## src/rtl/cpu_ctrl_pkg.sv

```systemverilog
// Shared control-unit definitions: CB sequencer states, ALU operation codes
// and register-file indices.
package cpu_ctrl_pkg;

  typedef enum logic [2:0] {
    IDLE,
    REG,
    HL_READ,
    HL_BIT,
    HL_MODIFY,
    FETCH
  } cb_state_t;

  localparam logic [1:0] ALU_SHIFT = 2'd0;
  localparam logic [1:0] ALU_BIT   = 2'd1;
  localparam logic [1:0] ALU_RES   = 2'd2;
  localparam logic [1:0] ALU_SET   = 2'd3;

  localparam logic [2:0] REG_B   = 3'd0;
  localparam logic [2:0] REG_C   = 3'd1;
  localparam logic [2:0] REG_D   = 3'd2;
  localparam logic [2:0] REG_E   = 3'd3;
  localparam logic [2:0] REG_H   = 3'd4;
  localparam logic [2:0] REG_L   = 3'd5;
  localparam logic [2:0] REG_TMP = 3'd6;
  localparam logic [2:0] REG_A   = 3'd7;

  function automatic logic [7:0] reg_sel(input logic [2:0] idx);
    return 8'b1 << idx;
  endfunction

endpackage

```

## src/rtl/cb_sequencer_if.sv

```systemverilog
// Control/strobe bundle between the CB sequencer and its upstream/datapath.
interface cb_sequencer_if #(
  parameter int unsigned STEPS_PER_CYCLE = 4
);
  logic                       i_Stall;
  logic                       i_Start;
  logic [7:0]                 i_Opcode;
  logic [STEPS_PER_CYCLE-1:0] o_Step;
  logic [1:0]                 o_MCycle;
  logic                       o_Busy;
  logic [7:0]                 o_Read8;
  logic [7:0]                 o_Write8;
  logic                       o_ALU_En;
  logic [1:0]                 o_ALU_Op;
  logic [2:0]                 o_ALU_Sub;
  logic                       o_Flag_Write;
  logic                       o_Address_Out;
  logic                       o_Bus_In;
  logic                       o_Bus_Out;
  logic                       o_IR_Fetch;
  logic                       o_Done;

  modport master (
    output i_Stall, i_Start, i_Opcode,
    input  o_Step, o_MCycle, o_Busy, o_Read8, o_Write8, o_ALU_En, o_ALU_Op,
           o_ALU_Sub, o_Flag_Write, o_Address_Out, o_Bus_In, o_Bus_Out,
           o_IR_Fetch, o_Done
  );

  modport slave (
    input  i_Stall, i_Start, i_Opcode,
    output o_Step, o_MCycle, o_Busy, o_Read8, o_Write8, o_ALU_En, o_ALU_Op,
           o_ALU_Sub, o_Flag_Write, o_Address_Out, o_Bus_In, o_Bus_Out,
           o_IR_Fetch, o_Done
  );
endinterface

```

## src/rtl/step_ring.sv

```systemverilog
// One-hot T-step rotator; holds while stalled, flags the wrap from the last
// step back to step 0.
module step_ring #(
  parameter int unsigned STEPS = 4
) (
  input  logic             clk,
  input  logic             rst,
  input  logic             stall,
  output logic [STEPS-1:0] step,
  output logic             wrap
);

  always_ff @(posedge clk or posedge rst) begin
    if (rst) begin
      step <= STEPS'(1);
    end else if (!stall) begin
      step <= {step[STEPS-2:0], step[STEPS-1]};
    end
  end

  assign wrap = step[STEPS-1] & ~stall;

endmodule

```

## src/rtl/cb_sequencer.sv

```systemverilog
// CB-prefix opcode sequencer: walks register or (HL) operand M-cycles and
// decodes one-hot datapath strobes from state, T-step and latched opcode.
module cb_sequencer
  import cpu_ctrl_pkg::*;
#(
  parameter int unsigned STEPS_PER_CYCLE = 4,
  parameter int unsigned ADDR_STEP       = 1,
  parameter int unsigned ALU_STEP        = 2,
  parameter int unsigned DATA_STEP       = 3
) (
  input  logic           i_Clk,
  input  logic           i_Reset,
  cb_sequencer_if.slave  bus
);

  cb_state_t                  state, state_nxt;
  logic [1:0]                 mcycle, mcycle_nxt;
  logic [7:0]                 opcode, opcode_nxt;
  logic [STEPS_PER_CYCLE-1:0] step;
  logic                       wrap;
  logic                       busy;
  logic                       is_bit;
  logic                       no_flags;
  logic [2:0]                 r;

  logic [7:0] read8, write8;
  logic       alu_en, flag_write, addr_out, bus_in, bus_out, ir_fetch;

  step_ring #(.STEPS(STEPS_PER_CYCLE)) u_step_ring (
    .clk   (i_Clk),
    .rst   (i_Reset),
    .stall (bus.i_Stall),
    .step  (step),
    .wrap  (wrap)
  );

  assign busy     = (state != IDLE);
  assign r        = opcode[2:0];
  assign is_bit   = (opcode[7:6] == ALU_BIT);
  assign no_flags = (opcode[7:6] == ALU_RES) || (opcode[7:6] == ALU_SET);

  always_ff @(posedge i_Clk or posedge i_Reset) begin
    if (i_Reset) begin
      state  <= IDLE;
      mcycle <= '0;
      opcode <= '0;
    end else begin
      state  <= state_nxt;
      mcycle <= mcycle_nxt;
      opcode <= opcode_nxt;
    end
  end

  // All transitions happen on the ring wrap, which already excludes stall.
  always_comb begin
    state_nxt  = state;
    mcycle_nxt = mcycle;
    opcode_nxt = opcode;
    if (wrap) begin
      case (state)
        IDLE: begin
          if (bus.i_Start) begin
            opcode_nxt = bus.i_Opcode;
            state_nxt  = (bus.i_Opcode[2:0] == REG_TMP) ? HL_READ : REG;
          end
        end
        REG:       state_nxt = IDLE;
        HL_READ:   state_nxt = is_bit ? HL_BIT : HL_MODIFY;
        HL_BIT:    state_nxt = IDLE;
        HL_MODIFY: state_nxt = FETCH;
        FETCH:     state_nxt = IDLE;
        default:   state_nxt = IDLE;
      endcase
      if (state != IDLE) begin
        mcycle_nxt = (state_nxt == IDLE) ? 2'd0 : mcycle + 2'd1;
      end else begin
        mcycle_nxt = '0;
      end
    end
  end

  always_comb begin
    read8      = '0;
    write8     = '0;
    alu_en     = 1'b0;
    flag_write = 1'b0;
    addr_out   = 1'b0;
    bus_in     = 1'b0;
    bus_out    = 1'b0;
    ir_fetch   = 1'b0;
    case (state)
      REG: begin
        ir_fetch = 1'b1;
        if (step[ALU_STEP]) begin
          alu_en     = 1'b1;
          read8      = reg_sel(r);
          flag_write = ~no_flags;
          if (!is_bit) write8 = reg_sel(r);
        end
      end
      HL_READ: begin
        addr_out = step[ADDR_STEP];
        if (step[DATA_STEP]) begin
          bus_in = 1'b1;
          write8 = reg_sel(REG_TMP);
        end
      end
      HL_BIT: begin
        ir_fetch = 1'b1;
        if (step[ALU_STEP]) begin
          alu_en     = 1'b1;
          read8      = reg_sel(REG_TMP);
          flag_write = 1'b1;
        end
      end
      HL_MODIFY: begin
        addr_out = step[ADDR_STEP];
        if (step[ALU_STEP]) begin
          alu_en     = 1'b1;
          read8      = reg_sel(REG_TMP);
          write8     = reg_sel(REG_TMP);
          flag_write = ~no_flags;
        end
        if (step[DATA_STEP]) begin
          bus_out = 1'b1;
          read8   = reg_sel(REG_TMP);
        end
      end
      FETCH:   ir_fetch = 1'b1;
      default: ;
    endcase
  end

  assign bus.o_Step        = step;
  assign bus.o_MCycle      = mcycle;
  assign bus.o_Busy        = busy;
  assign bus.o_Read8       = read8;
  assign bus.o_Write8      = write8;
  assign bus.o_ALU_En      = alu_en;
  assign bus.o_ALU_Op      = busy ? opcode[7:6] : 2'd0;
  assign bus.o_ALU_Sub     = busy ? opcode[5:3] : 3'd0;
  assign bus.o_Flag_Write  = flag_write;
  assign bus.o_Address_Out = addr_out;
  assign bus.o_Bus_In      = bus_in;
  assign bus.o_Bus_Out     = bus_out;
  assign bus.o_IR_Fetch    = ir_fetch;
  assign bus.o_Done        = ir_fetch & step[STEPS_PER_CYCLE-1] & ~bus.i_Stall;

endmodule

```

## src/flat_wrapper.sv

```systemverilog
// flat-port wrapper written by rule: the top's interface ports become plain ports
module cb_sequencer_flat import cpu_ctrl_pkg::*;
#(
  parameter int unsigned STEPS_PER_CYCLE = 4,
  parameter int unsigned ADDR_STEP       = 1,
  parameter int unsigned ALU_STEP        = 2,
  parameter int unsigned DATA_STEP       = 3
)
  (i_Clk, i_Reset, bus_i_Stall, bus_i_Start, bus_i_Opcode, bus_o_Step, bus_o_MCycle, bus_o_Busy, bus_o_Read8, bus_o_Write8, bus_o_ALU_En, bus_o_ALU_Op, bus_o_ALU_Sub, bus_o_Flag_Write, bus_o_Address_Out, bus_o_Bus_In, bus_o_Bus_Out, bus_o_IR_Fetch, bus_o_Done);
  cb_sequencer_if #(.STEPS_PER_CYCLE(STEPS_PER_CYCLE)) bus_i ();
  input  logic i_Clk;
  input  logic i_Reset;
  input wire logic [$bits(bus_i.i_Stall)-1:0] bus_i_Stall;
  input wire logic [$bits(bus_i.i_Start)-1:0] bus_i_Start;
  input wire logic [$bits(bus_i.i_Opcode)-1:0] bus_i_Opcode;
  output wire logic [$bits(bus_i.o_Step)-1:0] bus_o_Step;
  output wire logic [$bits(bus_i.o_MCycle)-1:0] bus_o_MCycle;
  output wire logic [$bits(bus_i.o_Busy)-1:0] bus_o_Busy;
  output wire logic [$bits(bus_i.o_Read8)-1:0] bus_o_Read8;
  output wire logic [$bits(bus_i.o_Write8)-1:0] bus_o_Write8;
  output wire logic [$bits(bus_i.o_ALU_En)-1:0] bus_o_ALU_En;
  output wire logic [$bits(bus_i.o_ALU_Op)-1:0] bus_o_ALU_Op;
  output wire logic [$bits(bus_i.o_ALU_Sub)-1:0] bus_o_ALU_Sub;
  output wire logic [$bits(bus_i.o_Flag_Write)-1:0] bus_o_Flag_Write;
  output wire logic [$bits(bus_i.o_Address_Out)-1:0] bus_o_Address_Out;
  output wire logic [$bits(bus_i.o_Bus_In)-1:0] bus_o_Bus_In;
  output wire logic [$bits(bus_i.o_Bus_Out)-1:0] bus_o_Bus_Out;
  output wire logic [$bits(bus_i.o_IR_Fetch)-1:0] bus_o_IR_Fetch;
  output wire logic [$bits(bus_i.o_Done)-1:0] bus_o_Done;
  assign bus_i.i_Stall = bus_i_Stall;
  assign bus_i.i_Start = bus_i_Start;
  assign bus_i.i_Opcode = bus_i_Opcode;
  assign bus_o_Step = bus_i.o_Step;
  assign bus_o_MCycle = bus_i.o_MCycle;
  assign bus_o_Busy = bus_i.o_Busy;
  assign bus_o_Read8 = bus_i.o_Read8;
  assign bus_o_Write8 = bus_i.o_Write8;
  assign bus_o_ALU_En = bus_i.o_ALU_En;
  assign bus_o_ALU_Op = bus_i.o_ALU_Op;
  assign bus_o_ALU_Sub = bus_i.o_ALU_Sub;
  assign bus_o_Flag_Write = bus_i.o_Flag_Write;
  assign bus_o_Address_Out = bus_i.o_Address_Out;
  assign bus_o_Bus_In = bus_i.o_Bus_In;
  assign bus_o_Bus_Out = bus_i.o_Bus_Out;
  assign bus_o_IR_Fetch = bus_i.o_IR_Fetch;
  assign bus_o_Done = bus_i.o_Done;
  cb_sequencer #(.STEPS_PER_CYCLE(STEPS_PER_CYCLE), .ADDR_STEP(ADDR_STEP), .ALU_STEP(ALU_STEP), .DATA_STEP(DATA_STEP)) u_core (.i_Clk(i_Clk), .i_Reset(i_Reset), .bus(bus_i));
endmodule
```

## config.mk

```make
export PLATFORM = sky130hd
export DESIGN_NAME = cb_sequencer_flat
export DESIGN_NICKNAME = d
export VERILOG_FILES = /design/src/rtl/cpu_ctrl_pkg.sv /design/src/rtl/cb_sequencer_if.sv /design/src/rtl/step_ring.sv /design/src/rtl/cb_sequencer.sv /design/src/flat_wrapper.sv
export SDC_FILE = /design/constraint.sdc
export NUM_CORES = 1
export LEC_CHECK = 0
export BUFFER_PORTS_ARGS = -buffer_cell sky130_fd_sc_hd__buf_2
export CAP_MARGIN = 15
export CORE_MARGIN = 1.5
export CORE_UTILIZATION = 35
export CTS_BUF_LIST = sky130_fd_sc_hd__clkbuf_4
export DETAILED_ROUTE_END_ITERATION = 10
export MAX_ROUTING_LAYER = met4
export PLACE_DENSITY = 0.74
export SYNTH_ARGS = -nofsm -noshare
export SYNTH_HDL_FRONTEND = slang
export SYNTH_SLANG_ARGS = --single-unit
```

## constraint.sdc

```tcl
create_clock -name i_Clk -period 1.4 [get_ports i_Clk]
set_input_delay 0.14 -clock i_Clk [delete_from_list [all_inputs] [get_ports i_Clk]]
set_output_delay 0.14 -clock i_Clk [all_outputs]
set_load 0.01 [all_outputs]
```

**Word level (Yosys, flattened, before mapping)**

Index checks and enable logic that the tools add are counted.

- Register bits: 17
- Logic and storage cells: 55
- Output and inout port bits: 35
- Input bits: 12

- Reduce and logical (&&, ||, !) cells: 9
- Equality and inequality tests: 9
- Shifts and indexed selects: 1
- Bitwise logic cells: 5
- $add $sub $neg: 1
- Mux-type cells: 26

Operators by type and width:

| cell | count |
|---|---|
| one-hot mux 8 bit (3 select lines) | 2 |
| two-way mux 8 bit | 3 |
| two-way mux 7 bit | 3 |
| two-way mux 3 bit | 4 |
| == test 3 bit, second input constant | 3 |
| one-hot mux 3 bit (3 select lines) | 1 |
| two-way mux 1 bit | 8 |
| two-way mux 2 bit | 4 |
| << shifter 1 x 3 -> 8 bit, first input constant | 1 |
| == test 3 x 2 -> 1 bit, second input constant | 2 |
| zero test 3 bit | 2 |
| OR reduction 3 bit | 2 |
| == test 2 bit, second input constant | 2 |
| OR reduction 2 bit | 2 |
| bitwise AND 1 bit | 3 |
| == test 3 x 1 -> 1 bit, second input constant | 1 |
| AND reduction 3 bit | 1 |
| nonzero test 3 bit | 1 |
| adder 2 x 1 -> 2 bit, second input constant | 1 |
| == test 2 x 1 -> 1 bit, second input constant | 1 |
| inverter 1 bit | 2 |
| one-hot mux 1 bit (2 select lines) | 1 |
| logical OR 1 bit | 1 |

**Depth between registers and ports, before layout**

- Depth in word-level cells: 8
- Gate-level depth with buffers: 4
- Depth with buffers taken out: 3

**By module**

A second synthesis with hierarchy kept.

- Cell total of the unflattened synthesis: 104
- Area total of the unflattened synthesis: 1028.5 sq um

Modules (own cells, without submodules):

| module | sequential area each (sq um) | area an instance (sq um) | instances | cells each |
|---|---|---|---|---|
| cb_sequencer | 325.3 | 869.6 | 1 | 94 |
| step_ring | 101.3 | 158.9 | 1 | 10 |

**Worst setup path before layout**

Ideal clock, no wire load.

- Path type: reg2reg
- Start point: reg u_core.state[1]
- End point: reg u_core.opcode[0]
- Library setup time: 125 ps
- Cell stages (with the launch flop): 5
- Data required time: 1275 ps
- Slack: -8 ps
- Data arrival time: 1283 ps
- Buffers on the path: 1
- Period minus slack after synthesis: 1408 ps
- Cells stage by stage: dfrtp_1 -> buf_6 -> nor3_4 -> nand3_4 -> mux2_4

- Word-level cells in the longest chain between the ends: 2

Ends and longest elaborated chain:

| element | line | RTL |
|---|---|---|
| from (decl) | cb_sequencer.sv:16 | `cb_state_t state, state_nxt;` |
| from (signal assigned) | cb_sequencer.sv:48 | `state <= state_nxt;` |
| zero test 3 bit | cb_sequencer.sv:60 | `case (state)` |
| AND reduction 3 bit (no line) | - |  |
| to (signal assigned) | cb_sequencer.sv:50 | `opcode <= opcode_nxt;` |
| to (decl) | cb_sequencer.sv:18 | `logic [7:0] opcode, opcode_nxt;` |

No other way between the ends.
A chain may end at the register's enable or synchronous reset.

**Worst setup path after layout**

- Start point: reg u_core.state[1]
- End point: out bus_o_Address_Out

- Word-level cells in the longest chain between the ends: 3
- Elaborated cells between the ends (all ways): 4
- Classes of those cells: eq/ne (2); mux (1); reduce/logical (1)

Ends and longest elaborated chain:

| element | line | RTL |
|---|---|---|
| == test 3 x 2 -> 1 bit / == test 3 bit (equally long branches) | cb_sequencer.sv:91 | `case (state)` |
| OR reduction 2 bit (no line) * | - |  |
| two-way mux 1 bit * | cb_sequencer.sv:91 |  |
| to (decl) | flat_wrapper.sv:25 | `output wire logic [$bits(bus_i.o_Address_Out)-1:0] bus_o_Address_Out;` |

Mark *: on every way between the ends. The rest lies on a longest branch, timed or not.

==> impl_metrics.tcl <==
set metrics [dict create \
    slew_viol_final 0 \
    synth_area_leaders "dfrtp_1, mux2_4, nor2_1" \
    die_y_um 58.5 \
    grt_pass1_vias 1019 \
    setup_tns_ns -7.16 \
    seqPwrFrac_pct 60.3 \
    portBuffers 46 \
    tightest_slew_ns 0.639 \
    viasPerCell 5.13 \
    clockBufferDepth 2 \
    antenna_found_initial 0 \
    dr.pass1.iters 4 \
    grt_pass1_wl_um 4570 \
    critPathKind "flop to primary output" \
    drtIter0Drc 34 \
    holdWs_ns 0.0763 \
    avgSynthCellArea_um2 9.89 \
    ys_types 37 \
    wl_per_cell_um 14.1 \
    end_kind "primary output" \
    rows 19 \
    nets 188 \
    areaGrowthSynthToFinish_pct 49.2 \
    gp_congestion 0.850 \
    numCtsBuffers 3 \
    crit_path_start_kind "flop" \
    min_path_type "primary input to flop" \
    ctsRootBufferMaster "clkbuf_4" \
    syn_area_um2 1080 \
    overflow 0 \
    grt_max_degree 18 \
    power.share.combinational_pct 4.9 \
    start_util_pct 38.1 \
    p_int_w 0.000639 \
    antenna_cells 0 \
    hold_start "bus_i_Opcode[5]" \
    setup-violations-final 36 \
    synthMostInstantiatedCell "dfrtp_1" \
    yosysTopAreaCell "dfrtp_1" \
    maxCapViolations 0 \
    wl_um 2910 \
    grt_use_total_pct 17.6 \
    num_vias 1056 \
    switching_share_pct 21.6 \
    worstPathRequired_ns 1.26 \
    ant_nets 0 \
    synth_seq_cells 17 \
    skew_ns 0.00374 \
    max_freq_mhz 584 \
    crit_fanout 7 \
    relSlewSlack_pct 57.3 \
    crit_path_start "u_core.state[1]$_DFFE_PP0P_" \
    synth_edf_count 0 \
    cts_sinks 17 \
    clkPwrFrac_pct 34.8 \
    yosys_warnings 0 \
    final_layout_size_suffix_gt1_share_pct 56.6 \
    synth_top_cells_by_count "dfrtp_1, nor2_1, nand2_1" \
    p_sw_w 0.000175 \
    rsz0062_at_grt "true" \
    violations "setup timing" \
    setup_ws_ns -0.312 \
    seq_area_frac_synth_pct 39.6 \
    cts_tree "yes" \
    core_um2 2830 \
    period_share_pct 122 \
    synth_top_area_share_pct 37.1 \
    synth_fp_nets 121 \
    powerDensity_nw_per_um2 506 \
    hold_viol 0 \
    dp_hpwl_um 2060 \
    ir_worst_vdd_mv 0.577 \
    path_clk_slew_ns 0.10 \
    outcome "finished, violations left" \
    reg2reg_from "u_core.state[2]$_DFFE_PP0P_" \
    fin_crit_ns 1.71 \
    clock_latency_ns 0.29 \
    synthFlopType "dfrtp_1" \
    route.detailed.drc 0 \
    arrival_ns 1.57 \
    fp.dieArea_um2 3420 \
    synthArstFlopShare_pct 100 \
    cts_max_level 1 \
    ios 47 \
    syn_inst 109 \
    leakage_nw 0.885 \
    die_w_um 58.5 \
]
metal layers:
| metal | wire length, um | up-vias | share of wire, % | GRT usage, % |
|---|---|---|---|---|
| met5 | 0 | - | 0 | - |
| met4 | 0 | 0 | 0 | 4.98 |
| met3 | 179 | 0 | 6.2 | 2.20 |
| met2 | 1510 | 37 | 52 | 29.4 |
| met1 | 1220 | 505 | 42 | 22.6 |
| li1 | - | 514 | - | - |
layout by cell type, fill, tap and decap left out, types with 2 or more instances in the layout:
| master | Yosys | routed |
|---|---|---|
| nor2b_1 | 4 | 2 |
| o21ai_0 | 2 | 2 |
| nor3_1 | 4 | 2 |
| buf_2 | 1 | 45 |
| nand2_1 | 9 | 9 |
| nand3b_1 | 2 | 2 |
| nor2_2 | 0 | 2 |
| and2b_1 | 6 | 6 |
| dfrtp_1 | 16 | 15 |
| and2_1 | 3 | 3 |
| mux2_2 | 3 | 3 |
| clkbuf_4 | 0 | 4 |
| o211ai_1 | 2 | 2 |
| nand2b_1 | 7 | 6 |
| mux2_4 | 8 | 8 |
| nor2_1 | 14 | 12 |
| a31oi_1 | 3 | 3 |
| buf_4 | 0 | 12 |
| nor3_4 | 1 | 2 |
| buf_6 | 1 | 8 |
worst max-delay path: stages (launching register included):
cell,delay [ns]
dfrtp_1,0.44
buf_4,0.19
nand2b_1,0.19
a21oi_2,0.18
and2_1,0.15
buf_2,0.13
repair_timing:
item                       in CTS  in global routing
hold endpoints to repair       16                  0
pin swaps                       6                  5
resized for setup              10                 17
gates cloned                    1                  0
setup endpoints to repair      29                 40
hold buffers                    1                  0
buffers inserted                6                  3
cell families after synthesis:
logic type | after synthesis | share of synthesized area [%]
mux | 12 | 15.2
buf+inv | 6 | 2.90
flops | 17 | 39.6
compound gates | 17 | 10.9
simple gates | 57 | 31.4
flip-flops by register name, summed over array words and instances, names as in the netlist:
| register | count |
|---|---|
| u_core.bus.o_MCycle | 2 |
| u_core.u_step_ring.step | 4 |
| u_core.opcode | 8 |
| u_core.state | 3 |
power groups by stage:
| stage | sequential [W] | combinational [W] | clock [W] |
|---|---|---|---|
| finish | 0.000491 | 0.0000397 | 0.000284 |
| global route | 0.000491 | 0.0000452 | 0.000322 |
| CTS | 0.000491 | 0.0000403 | 0.000296 |
| detailed placement | 0.000500 | 0.0000386 | 0 |
| global placement | 0.000500 | 0.0000366 | 0 |
| floorplan | 0.000500 | 0.0000138 | 0 |
through the flow:
step	util, %	instances	instance area [um^2]	power, W	worst slack (ns)
global route	56.9	206	1610	0.000858	-0.414
floorplan	-	109	1080	0.000514	-0.00814
finish	56.9	206	1610	0.000814	-0.312
global placement	49.2	191	1390	0.000537	0.0391
CTS	53.5	203	1510	0.000827	-0.312
detailed placement	49.2	191	1390	0.000539	-0.00304
cell type report:
class	instances	area, um^2
timing repair buffer	66	415
fill	250	1220
clock buffer	4	30.0
tap	31	38.8
multi-input combinational	86	689
sequential	17	428
inverter	2	7.51
worst paths after layout:
kind	end	slack [ns]	cells past startpoint
setup / recovery	bus_o_Address_Out	-0.31	5
hold / removal	u_core.opcode[5]$_DFFE_PP0P_	0.08	2
setup reg to reg	u_core.opcode[4]$_DFFE_PP0P_	-0.08	5
hold reg to reg	u_core.u_step_ring.step[0]$_DFFE_PP1N_	0.47	2
max in group asynchronous	u_core.state[0]$_DFFE_PP0P_	0.48	3
min in group asynchronous	u_core.opcode[7]$_DFFE_PP0P_	0.47	3
No activity file was read; power rests on OpenSTA's default activity.
